<file path="config.mk">
export PLATFORM = sky130hd
export DESIGN_NAME = vx_alu_dot8_seq
export DESIGN_NICKNAME = d
export VERILOG_FILES = /design/src/rtl/vx_alu_dot8_seq_pkg.sv /design/src/rtl/vx_alu_dot8_seq_lane_group.sv /design/src/rtl/vx_alu_dot8_seq.sv
export SDC_FILE = /design/constraint.sdc
export NUM_CORES = 2
export LEC_CHECK = 0
export ABC_AREA = 1
export BUFFER_PORTS_ARGS = -buffer_cell sky130_fd_sc_hd__clkbuf_2
export CORE_MARGIN = 5
export CORE_UTILIZATION = 40
export CTS_CLUSTER_SIZE = 10
export DETAILED_ROUTE_END_ITERATION = 10
export PLACE_DENSITY_LB_ADDON = 0.12
export SLEW_MARGIN = 10
export SYNTH_ARGS = -nofsm -noshare
export SYNTH_HDL_FRONTEND = slang
export SYNTH_SLANG_ARGS = --single-unit
</file>
<file path="constraint.sdc">
create_clock -name clk -period 8.5 [get_ports clk]
set_clock_uncertainty 0.2 [all_clocks]
set_input_delay 1.7 -clock clk [delete_from_list [all_inputs] [get_ports clk]]
set_output_delay 1.7 -clock clk [all_outputs]
set_load 0.1 [all_outputs]
</file>
<file path="src/rtl/vx_alu_dot8_seq_pkg.sv">
// Shared types and arithmetic for the sequential int8 dot-product PE.
package VX_gpu_pkg;

    typedef enum logic [1:0] {
        IDLE = 2'd0,
        BUSY = 2'd1,
        DONE = 2'd2
    } dot8_state_e;

    localparam int DOT8_PROD_W = 18;

    // Four int8 products (each exact in 16 bits) summed in 18 bits, then sign-extended.
    function automatic logic signed [31:0] dot8_lane(input logic [31:0] rs1, input logic [31:0] rs2);
        logic signed [DOT8_PROD_W-1:0] acc;
        logic signed [15:0]            a16;
        logic signed [15:0]            b16;
        logic signed [15:0]            prod;
        acc = '0;
        for (int k = 0; k < 4; k++) begin
            a16  = {{8{rs1[8*k+7]}}, rs1[8*k +: 8]};
            b16  = {{8{rs2[8*k+7]}}, rs2[8*k +: 8]};
            prod = a16 * b16;
            acc  = acc + {{(DOT8_PROD_W-16){prod[15]}}, prod};
        end
        return {{(32-DOT8_PROD_W){acc[DOT8_PROD_W-1]}}, acc};
    endfunction

endpackage

</file>
<file path="src/rtl/vx_alu_dot8_seq_lane_group.sv">
// Combinational array of DP_LANES int8 dot-product lanes; masked lanes yield zero.
module vx_dot8_lane_group #(
    parameter int DP_LANES = 1
) (
    input  logic [DP_LANES*32-1:0] rs1,
    input  logic [DP_LANES*32-1:0] rs2,
    input  logic [DP_LANES-1:0]    tmask,
    output logic [DP_LANES*32-1:0] data
);
    import VX_gpu_pkg::*;

    always_comb begin
        data = '0;
        for (int l = 0; l < DP_LANES; l++) begin
            if (tmask[l]) begin
                data[l*32 +: 32] = dot8_lane(rs1[l*32 +: 32], rs2[l*32 +: 32]);
            end
        end
    end

endmodule

</file>
<file path="src/rtl/vx_alu_dot8_seq.sv">
// Multi-cycle int8 dot-product PE iterating DP_LANES lanes per cycle.
// Optional DOT8_SKIP_INACTIVE_EN: skip lane groups with no active lanes.
module vx_alu_dot8_seq #(
    parameter int NUM_LANES = 4,
    parameter int DP_LANES  = 1,
    parameter int UUID_W    = 44,
    parameter int NW_W      = 4,
    parameter int PC_W      = 32,
    parameter int NR_W      = 5,
    parameter int PID_W     = 1
) (
    input  logic                    clk,
    input  logic                    reset,
    input  logic                    exe_valid,
    output logic                    exe_ready,
    input  logic [UUID_W-1:0]       exe_uuid,
    input  logic [NW_W-1:0]         exe_wid,
    input  logic [PC_W-1:0]         exe_pc,
    input  logic [NR_W-1:0]         exe_rd,
    input  logic [PID_W-1:0]        exe_pid,
    input  logic                    exe_wb,
    input  logic                    exe_sop,
    input  logic                    exe_eop,
    input  logic [NUM_LANES-1:0]    exe_tmask,
    input  logic [NUM_LANES*32-1:0] exe_rs1_data,
    input  logic [NUM_LANES*32-1:0] exe_rs2_data,
    output logic                    res_valid,
    input  logic                    res_ready,
    output logic [UUID_W-1:0]       res_uuid,
    output logic [NW_W-1:0]         res_wid,
    output logic [PC_W-1:0]         res_pc,
    output logic [NR_W-1:0]         res_rd,
    output logic [PID_W-1:0]        res_pid,
    output logic                    res_wb,
    output logic                    res_sop,
    output logic                    res_eop,
    output logic [NUM_LANES-1:0]    res_tmask,
    output logic [NUM_LANES*32-1:0] res_data
);
    import VX_gpu_pkg::*;

    localparam int NUM_GROUPS = NUM_LANES / DP_LANES;
    localparam int GRP_W      = (NUM_GROUPS > 1) ? $clog2(NUM_GROUPS) : 1;
    localparam int GRP_BITS   = DP_LANES * 32;

    dot8_state_e               state_q, state_d;
    logic [GRP_W-1:0]          grp_q, grp_d;
    logic [NUM_LANES*32-1:0]   rs1_q, rs1_d, rs2_q, rs2_d, data_q, data_d;
    logic [NUM_LANES-1:0]      tmask_q, tmask_d;
    logic [UUID_W-1:0]         uuid_q, uuid_d;
    logic [NW_W-1:0]           wid_q, wid_d;
    logic [PC_W-1:0]           pc_q, pc_d;
    logic [NR_W-1:0]           rd_q, rd_d;
    logic [PID_W-1:0]          pid_q, pid_d;
    logic                      wb_q, wb_d, sop_q, sop_d, eop_q, eop_d;
    logic                      exe_ready_q, exe_ready_d, res_valid_q, res_valid_d;
    logic [GRP_BITS-1:0]       grp_rs1, grp_rs2, grp_data;
    logic [DP_LANES-1:0]       grp_tmask;

    assign grp_rs1   = rs1_q[int'(grp_q)*GRP_BITS +: GRP_BITS];
    assign grp_rs2   = rs2_q[int'(grp_q)*GRP_BITS +: GRP_BITS];
    assign grp_tmask = tmask_q[int'(grp_q)*DP_LANES +: DP_LANES];

    vx_dot8_lane_group #(
        .DP_LANES (DP_LANES)
    ) u_group (
        .rs1   (grp_rs1),
        .rs2   (grp_rs2),
        .tmask (grp_tmask),
        .data  (grp_data)
    );

`ifdef DOT8_SKIP_INACTIVE_EN
    logic [GRP_W:0] srch;

    // Lowest group index >= first holding an active lane; MSB flags a hit.
    function automatic logic [GRP_W:0] find_active(input logic [NUM_LANES-1:0] mask, input int first);
        logic [GRP_W:0] r;
        r = '0;
        for (int g = NUM_GROUPS - 1; g >= 0; g--) begin
            if (g >= first && (|mask[g*DP_LANES +: DP_LANES])) begin
                r = {1'b1, GRP_W'(g)};
            end
        end
        return r;
    endfunction
`endif

    always_comb begin
        state_d = state_q;
        grp_d   = grp_q;
        rs1_d   = rs1_q;
        rs2_d   = rs2_q;
        data_d  = data_q;
        tmask_d = tmask_q;
        uuid_d  = uuid_q;
        wid_d   = wid_q;
        pc_d    = pc_q;
        rd_d    = rd_q;
        pid_d   = pid_q;
        wb_d    = wb_q;
        sop_d   = sop_q;
        eop_d   = eop_q;
`ifdef DOT8_SKIP_INACTIVE_EN
        srch    = '0;
`endif
        case (state_q)
            IDLE: begin
                if (exe_valid) begin
                    rs1_d   = exe_rs1_data;
                    rs2_d   = exe_rs2_data;
                    tmask_d = exe_tmask;
                    uuid_d  = exe_uuid;
                    wid_d   = exe_wid;
                    pc_d    = exe_pc;
                    rd_d    = exe_rd;
                    pid_d   = exe_pid;
                    wb_d    = exe_wb;
                    sop_d   = exe_sop;
                    eop_d   = exe_eop;
                    data_d  = '0;
                    grp_d   = '0;
                    state_d = BUSY;
`ifdef DOT8_SKIP_INACTIVE_EN
                    srch = find_active(exe_tmask, 0);
                    if (srch[GRP_W]) begin
                        grp_d = srch[GRP_W-1:0];
                    end else begin
                        state_d = DONE;
                    end
`endif
                end
            end
            BUSY: begin
                data_d[int'(grp_q)*GRP_BITS +: GRP_BITS] = grp_data;
`ifdef DOT8_SKIP_INACTIVE_EN
                srch = find_active(tmask_q, int'(grp_q) + 1);
                if (srch[GRP_W]) begin
                    grp_d = srch[GRP_W-1:0];
                end else begin
                    state_d = DONE;
                end
`else
                if (grp_q == GRP_W'(NUM_GROUPS - 1)) begin
                    state_d = DONE;
                end else begin
                    grp_d = grp_q + GRP_W'(1);
                end
`endif
            end
            DONE: begin
                if (res_ready) begin
                    state_d = IDLE;
                end
            end
            default: state_d = IDLE;
        endcase
        exe_ready_d = (state_d == IDLE);
        res_valid_d = (state_d == DONE);
    end

    always_ff @(posedge clk) begin
        if (reset) begin
            state_q     <= IDLE;
            grp_q       <= '0;
            rs1_q       <= '0;
            rs2_q       <= '0;
            data_q      <= '0;
            tmask_q     <= '0;
            uuid_q      <= '0;
            wid_q       <= '0;
            pc_q        <= '0;
            rd_q        <= '0;
            pid_q       <= '0;
            wb_q        <= 1'b0;
            sop_q       <= 1'b0;
            eop_q       <= 1'b0;
            exe_ready_q <= 1'b1;
            res_valid_q <= 1'b0;
        end else begin
            state_q     <= state_d;
            grp_q       <= grp_d;
            rs1_q       <= rs1_d;
            rs2_q       <= rs2_d;
            data_q      <= data_d;
            tmask_q     <= tmask_d;
            uuid_q      <= uuid_d;
            wid_q       <= wid_d;
            pc_q        <= pc_d;
            rd_q        <= rd_d;
            pid_q       <= pid_d;
            wb_q        <= wb_d;
            sop_q       <= sop_d;
            eop_q       <= eop_d;
            exe_ready_q <= exe_ready_d;
            res_valid_q <= res_valid_d;
        end
    end

    assign exe_ready = exe_ready_q;
    assign res_valid = res_valid_q;
    assign res_uuid  = uuid_q;
    assign res_wid   = wid_q;
    assign res_pc    = pc_q;
    assign res_rd    = rd_q;
    assign res_pid   = pid_q;
    assign res_wb    = wb_q;
    assign res_sop   = sop_q;
    assign res_eop   = eop_q;
    assign res_tmask = tmask_q;
    assign res_data  = data_q;

endmodule

</file>
# After elaboration in Yosys (flattened, before gate mapping)
# Index checks and enable logic that the tools add are counted.
# word_totals
register_bits,483
inputBits,353
out_inout_bits,223
elab_cells,53
# classes
add_sub_neg,5
multipliers,4
eq_ne,6
shifts,5
muxes,11
reduce_logical,6
# ops
operator,n
128-bit one-hot mux with 2 select lines,1
128-bit by 8-bit indexed part select with 32-bit output,2
128-bit bitwise mux,1
128-bit 2-to-1 mux,1
"32-bit by 33-bit variable shift with 128-bit output, first input constant",1
32-bit by 33-bit indexed part select with 128-bit output,1
8-bit by 8-bit multiplier with 16-bit output,4
18-bit adder,2
7-bit negation with 33-bit output,1
32-bit 2-to-1 mux,1
16-bit by 16-bit adder with 17-bit output,1
2-bit 2-to-1 mux,5
"2-bit equality test, second input constant",3
2-bit one-hot mux with 3 select lines,1
2-bit logical NOT,2
"2-bit inequality test, second input constant",2
2-bit one-hot mux with 2 select lines,1
2-bit AND reduction,2
4-bit by 3-bit indexed part select with 1-bit output,1
3-bit AND reduction,1
"2-bit by 1-bit adder with 2-bit output, second input constant",1
"2-bit by 1-bit equality test with 1-bit output, second input constant",1
2-bit nonzero test,1

# Longest topological paths before layout
# depth
word_depth,9
depth_mapped,45
depth_no_buf,42

# By module
# Synthesis repeated with hierarchy kept, for this count alone.
# unflattened
cells_unflattened,4273
area_unflattened_um2,31602.8
# modules_own_cells
mod,instances,cells_per_inst,area_each_um2,seq_area_each_um2
vx_alu_dot8_seq,1,2743,19520.0,9669.3
vx_dot8_lane_group,1,1530,12082.8,0.0

# Worst setup path before layout
# OpenSTA, ideal clock, no wires.
# synth_path
path_type,register to register
startpoint,register grp_q[1]
endpoint,register data_q[126] (netlist: res_data[126])
setup_time_ns,0.071
arrival_ns,7.930
required_time_ns,8.229
path_slack_ns,0.300
path_stages_with_launch,35
path_buffers,2
synth_period_minus_slack_ns,8.200
cell_sequence,dfxtp_1 -> inv_2 -> buf_2 -> buf_2 -> a32oi_1 -> inv_1 -> nor2_1 -> inv_1 -> fa_1 -> fa_1 -> inv_1 -> fa_1 -> fa_1 -> fa_1 -> inv_1 -> fa_1 -> inv_1 -> ha_1 -> a21oi_1 -> o21ai_0 -> nor2_1 -> o21ai_0 -> a21oi_1 -> xor2_1 -> fa_1 -> ha_1 -> nand2_1 -> nor2_1 -> and2_1 -> nand2_1 -> nand3_1 -> nand2_1 -> nor2_2 -> nand4_1 -> a21oi_1
# synth_between
elab_chain_cells,9
word_cells_on_any_way,16
classes_between,4 x add/sub; 4 x mul; 5 x shift; 3 x mux
# synth_rtl
item,line,rtl
start: declaration,vx_alu_dot8_seq.sv:47,"logic [GRP_W-1:0] grp_q, grp_d;"
start signal: assignment,vx_alu_dot8_seq.sv:182,grp_q <= grp_d;
"128-bit by 8-bit indexed part select with 32-bit output, on equally long branches","vx_alu_dot8_seq.sv:60, vx_alu_dot8_seq.sv:61",
8-bit by 8-bit multiplier with 16-bit output,vx_alu_dot8_seq_pkg.sv:22,prod = a16 * b16;
16-bit by 16-bit adder with 17-bit output,vx_alu_dot8_seq_pkg.sv:23,"acc = acc + {{(DOT8_PROD_W-16){prod[15]}}, prod};"
18-bit adder (2 in series),vx_alu_dot8_seq_pkg.sv:23,
32-bit 2-to-1 mux,vx_alu_dot8_seq_lane_group.sv:15,if (tmask[l]) begin
32-bit by 33-bit indexed part select with 128-bit output,vx_alu_dot8_seq.sv:135,data_d[int'(grp_q)*GRP_BITS +: GRP_BITS] = grp_data;
128-bit bitwise mux (*),vx_alu_dot8_seq.sv:135,
128-bit one-hot mux with 2 select lines (*),vx_alu_dot8_seq.sv:107,case (state_q)
end signal: assignment,vx_alu_dot8_seq.sv:185,data_q <= data_d;
end: declaration,vx_alu_dot8_seq.sv:48,"logic [NUM_LANES*32-1:0] rs1_q, rs1_d, rs2_q, rs2_d, data_q, data_d;"
# Every way passes the cells marked *; elsewhere a longest branch is shown, timed or not.
# A chain may end at the register's enable or synchronous reset.

# Worst setup path after layout
# layout_path
startpoint,register grp_q[0]
endpoint,register data_q[46] (netlist: res_data[46])
# Same word-level chain as after synthesis.

==> flow_summary_export.csv <==
group,metric,value,unit
setup_path,reg2reg_slack,0.39,ns
clocking,h-tree-depth,2,
yosys,synth_seq_cells,427,
clocking,clock_latency,0.64,ns
min_path,hold_path_class,"reg2reg",
sta,finalMaxSlewViolations,0,
yosys,synth_flop_cell,"dfxtp_1",
routing,final_antenna_net_count,0,
global_route,grt_use_total,0.246,
global_route,antenna_found_initial,31,
floorplanning,coreArea,0.0714,mm^2
setup_path,endpoint_kind,"flop",
global_route,grt_pass1_wl,150,mm
sta,final.min_clock_period,8.11,ns
routing,routed_wl,98.7,mm
routing,vias,25600,
setup_path,ff2ff_path_depth,32,
setup_path,cpPeakStageDelay,0.55,ns
setup_path,critPathKind,"reg2reg",
yosys,syn-instance-count,3777,
yosys,postSynthAreaPerCell,7.60,um^2
run_status,status,"finished, final reports clean",
cells_and_area,syn2layout_area_growth,19.7,%
setup_path,arrival,8.40,ns
yosys,netlist_area,0.0287,mm^2
clocking,cts_tree,"done",
yosys,synth-edff-count,0,
cells_and_area,fin_util,0.482,
cells_and_area,final_cell_mix,"896 x nor2_1, 575 x clkbuf_2, 514 x nand2_1, 442 x inv_1, 426 x dfxtp_1",
floorplanning,die_y,278,um
yosys,synth_fp_nets,4532,
yosys,yosys_warnings,0,
yosys,synth_cell_types,44,
setup_path,crit_fanout,12,
sta,tightest_slew,1.17,ns
routing,drt_iter0_drc,1663,
routing,firstDrtPassIters,5,
sta,slew_headroom,0.220,
clocking,root_buffer,"clkbuf_16",
sta,final.period_utilization,0.954,
min_path,worstHoldEndpoint,"res_data[76]$_SDFFE_PP0P_",
cells_and_area,final_layout_size_suffix_gt1_frac,0.197,
routing,drc_errors,0,
place,portBuffers,575,
yosys,yosysSeqAreaShare,0.298,
setup_path,cp.required,8.80,ns
sta,fmax,123,MHz
setup_path,worst_setup_path_start_kind,"flop",
floorplanning,rows,98,
clocking,clk_pin_slew,0.06,ns
min_path,worstHoldStart,"res_data[76]$_SDFFE_PP0P_",
clocking,numCtsBuffers,53,
setup_path,cp_common_cell,"fa_1",
clocking,clock_path_buffers,3,
place,dpl_worst_slack,0.00709,ns
run,drv_cap,0,
sta,setup_viol,0,
routing,viasPerCell,4.89,
cells_and_area,layout.nets,5009,
min_path,hold_depth,2,
floorplanning,start_util,0.402,
place,place.gp.congestion,0.934,
clocking,cts_hold_buf,0,
sta,worst_slack,0.393,ns
floorplanning,pin_count,576,
place,hpwl,77.0,mm
clocking,clkSinkCount,427,
cells_and_area,layout_commonest_cell,"nor2_1",
yosys,async_reset_ff_frac,0,
global_route,gr-total-overflow,0,
sta,hold_violations,0,
setup_path,reg2reg_to,"res_data[46]$_SDFFE_PP0P_",
floorplanning,die_area,0.0773,mm^2
global_route,grt_max_degree,204,
global_route,grt_pass1_vias,25700,
setup_path,worstReg2RegStart,"grp_q[0]$_SDFFE_PP0P_",
setup_path,crit_slowest_cell,"fa_1",
routing,wire_per_inst,18.8,um
floorplanning,fp.dieW,278,um
synthesized netlist by cell type, types with 7 or more instances:
cell type | count | area share
a21oi_1 | 176 | 0.031
a21oi_2 | 7 | 0.0021
a32oi_1 | 54 | 0.016
buf_1 | 14 | 0.0018
buf_2 | 54 | 0.0094
buf_4 | 61 | 0.016
clkbuf_1 | 106 | 0.014
dfxtp_1 | 427 | 0.30
fa_1 | 271 | 0.19
ha_1 | 131 | 0.057
inv_1 | 456 | 0.060
nand2_1 | 515 | 0.067
nand3_1 | 66 | 0.012
nand4_1 | 19 | 0.0041
nor2_1 | 913 | 0.12
o21ai_0 | 373 | 0.065
xnor2_1 | 32 | 0.0098
xor2_1 | 27 | 0.0082
routing by layer:
layer  part of all wire  routed length (um)  up-vias  track usage
met5             0.0021                 207        -            0
met4              0.029                2880       32       0.0711
met3              0.078                7710      155       0.0768
met2               0.48               46900      630        0.414
met1               0.41               40900    12100        0.306
li1                   -                   -    12700            -
through the flow:
| stage | setup TNS (ns) | cells | instance area [um^2] | hold slack [ns] |
|---|---|---|---|---|
| 2_1_floorplan | 0 | 3777 | 28700 | 0.249 |
| 3_3_place_gp | 0 | 5135 | 32200 | 0.255 |
| 3_5_place_dp | 0 | 5135 | 32200 | 0.257 |
| 4_1_cts | 0 | 5216 | 33800 | 0.267 |
| 5_1_grt | -0.0181 | 5233 | 34400 | 0.277 |
| 6_report | 0 | 5243 | 34400 | 0.263 |
timing repair:
| item | in CTS | in global routing |
|---|---|---|
| endpoints found under the setup margin | 0 | 39 |
| resized for setup | 0 | 88 |
| buffers inserted | 0 | 11 |
state kept, by name, indices dropped and copies added, names as in the netlist, 2 cells and up:
name,count
rs1_q,128
rs2_q,128
res_data,72
res_uuid,44
res_pc,32
res_rd,5
res_tmask,4
res_wid,4
grp_q,2
state_q,2
kinds of logic after synthesis:
family | Yosys count | share of synthesized area
buf+inv | 705 | 0.104
compound gates | 635 | 0.123
xor+xnor | 59 | 0.0180
flops | 427 | 0.298
fa+ha+maj | 402 | 0.246
simple gates | 1549 | 0.212
critical path, delay by kind of cell (launching register included):
kind | cells | cell delay, ns
buffers and inverters | 6 | 0.71
and+or+nand+nor | 9 | 0.86
adders and majority gates | 9 | 4.30
AOI/OAI and AO/OA | 7 | 1.17
DFF | 1 | 0.48
xor gates and xnor gates | 1 | 0.22
worst max path at each step:
stage                               start                          to  slack (ns)  cells after the start
finish              grp_q[0]$_SDFFE_PP0P_   res_data[46]$_SDFFE_PP0P_        0.39                     32
global route        grp_q[0]$_SDFFE_PP0P_   res_data[46]$_SDFFE_PP0P_       -0.01                     34
detailed placement  grp_q[0]$_SDFFE_PP0P_   res_data[45]$_SDFFE_PP0P_       0.007                     33
CTS                 grp_q[0]$_SDFFE_PP0P_   res_data[45]$_SDFFE_PP0P_        0.03                     33
floorplan           grp_q[1]$_SDFFE_PP0P_  res_data[126]$_SDFFE_PP0P_        0.30                     34
global placement    grp_q[0]$_SDFFE_PP0P_   res_data[45]$_SDFFE_PP0P_        0.10                     33
final cells by class:
type	instances	area, um^2
flip-flops and latches	427	8550
clock inverters	9	134
repair inverters	1	8.76
diodes	13	32.5
well taps	950	1190
multi-input cells	2645	17500
clock buffers	72	1460
inverters	466	1790
fillers	7375	37000
repair buffers	660	3690
Power is not shown: default switching activity piles up to over one toggle a cycle in this logic, so the estimate is an artifact.
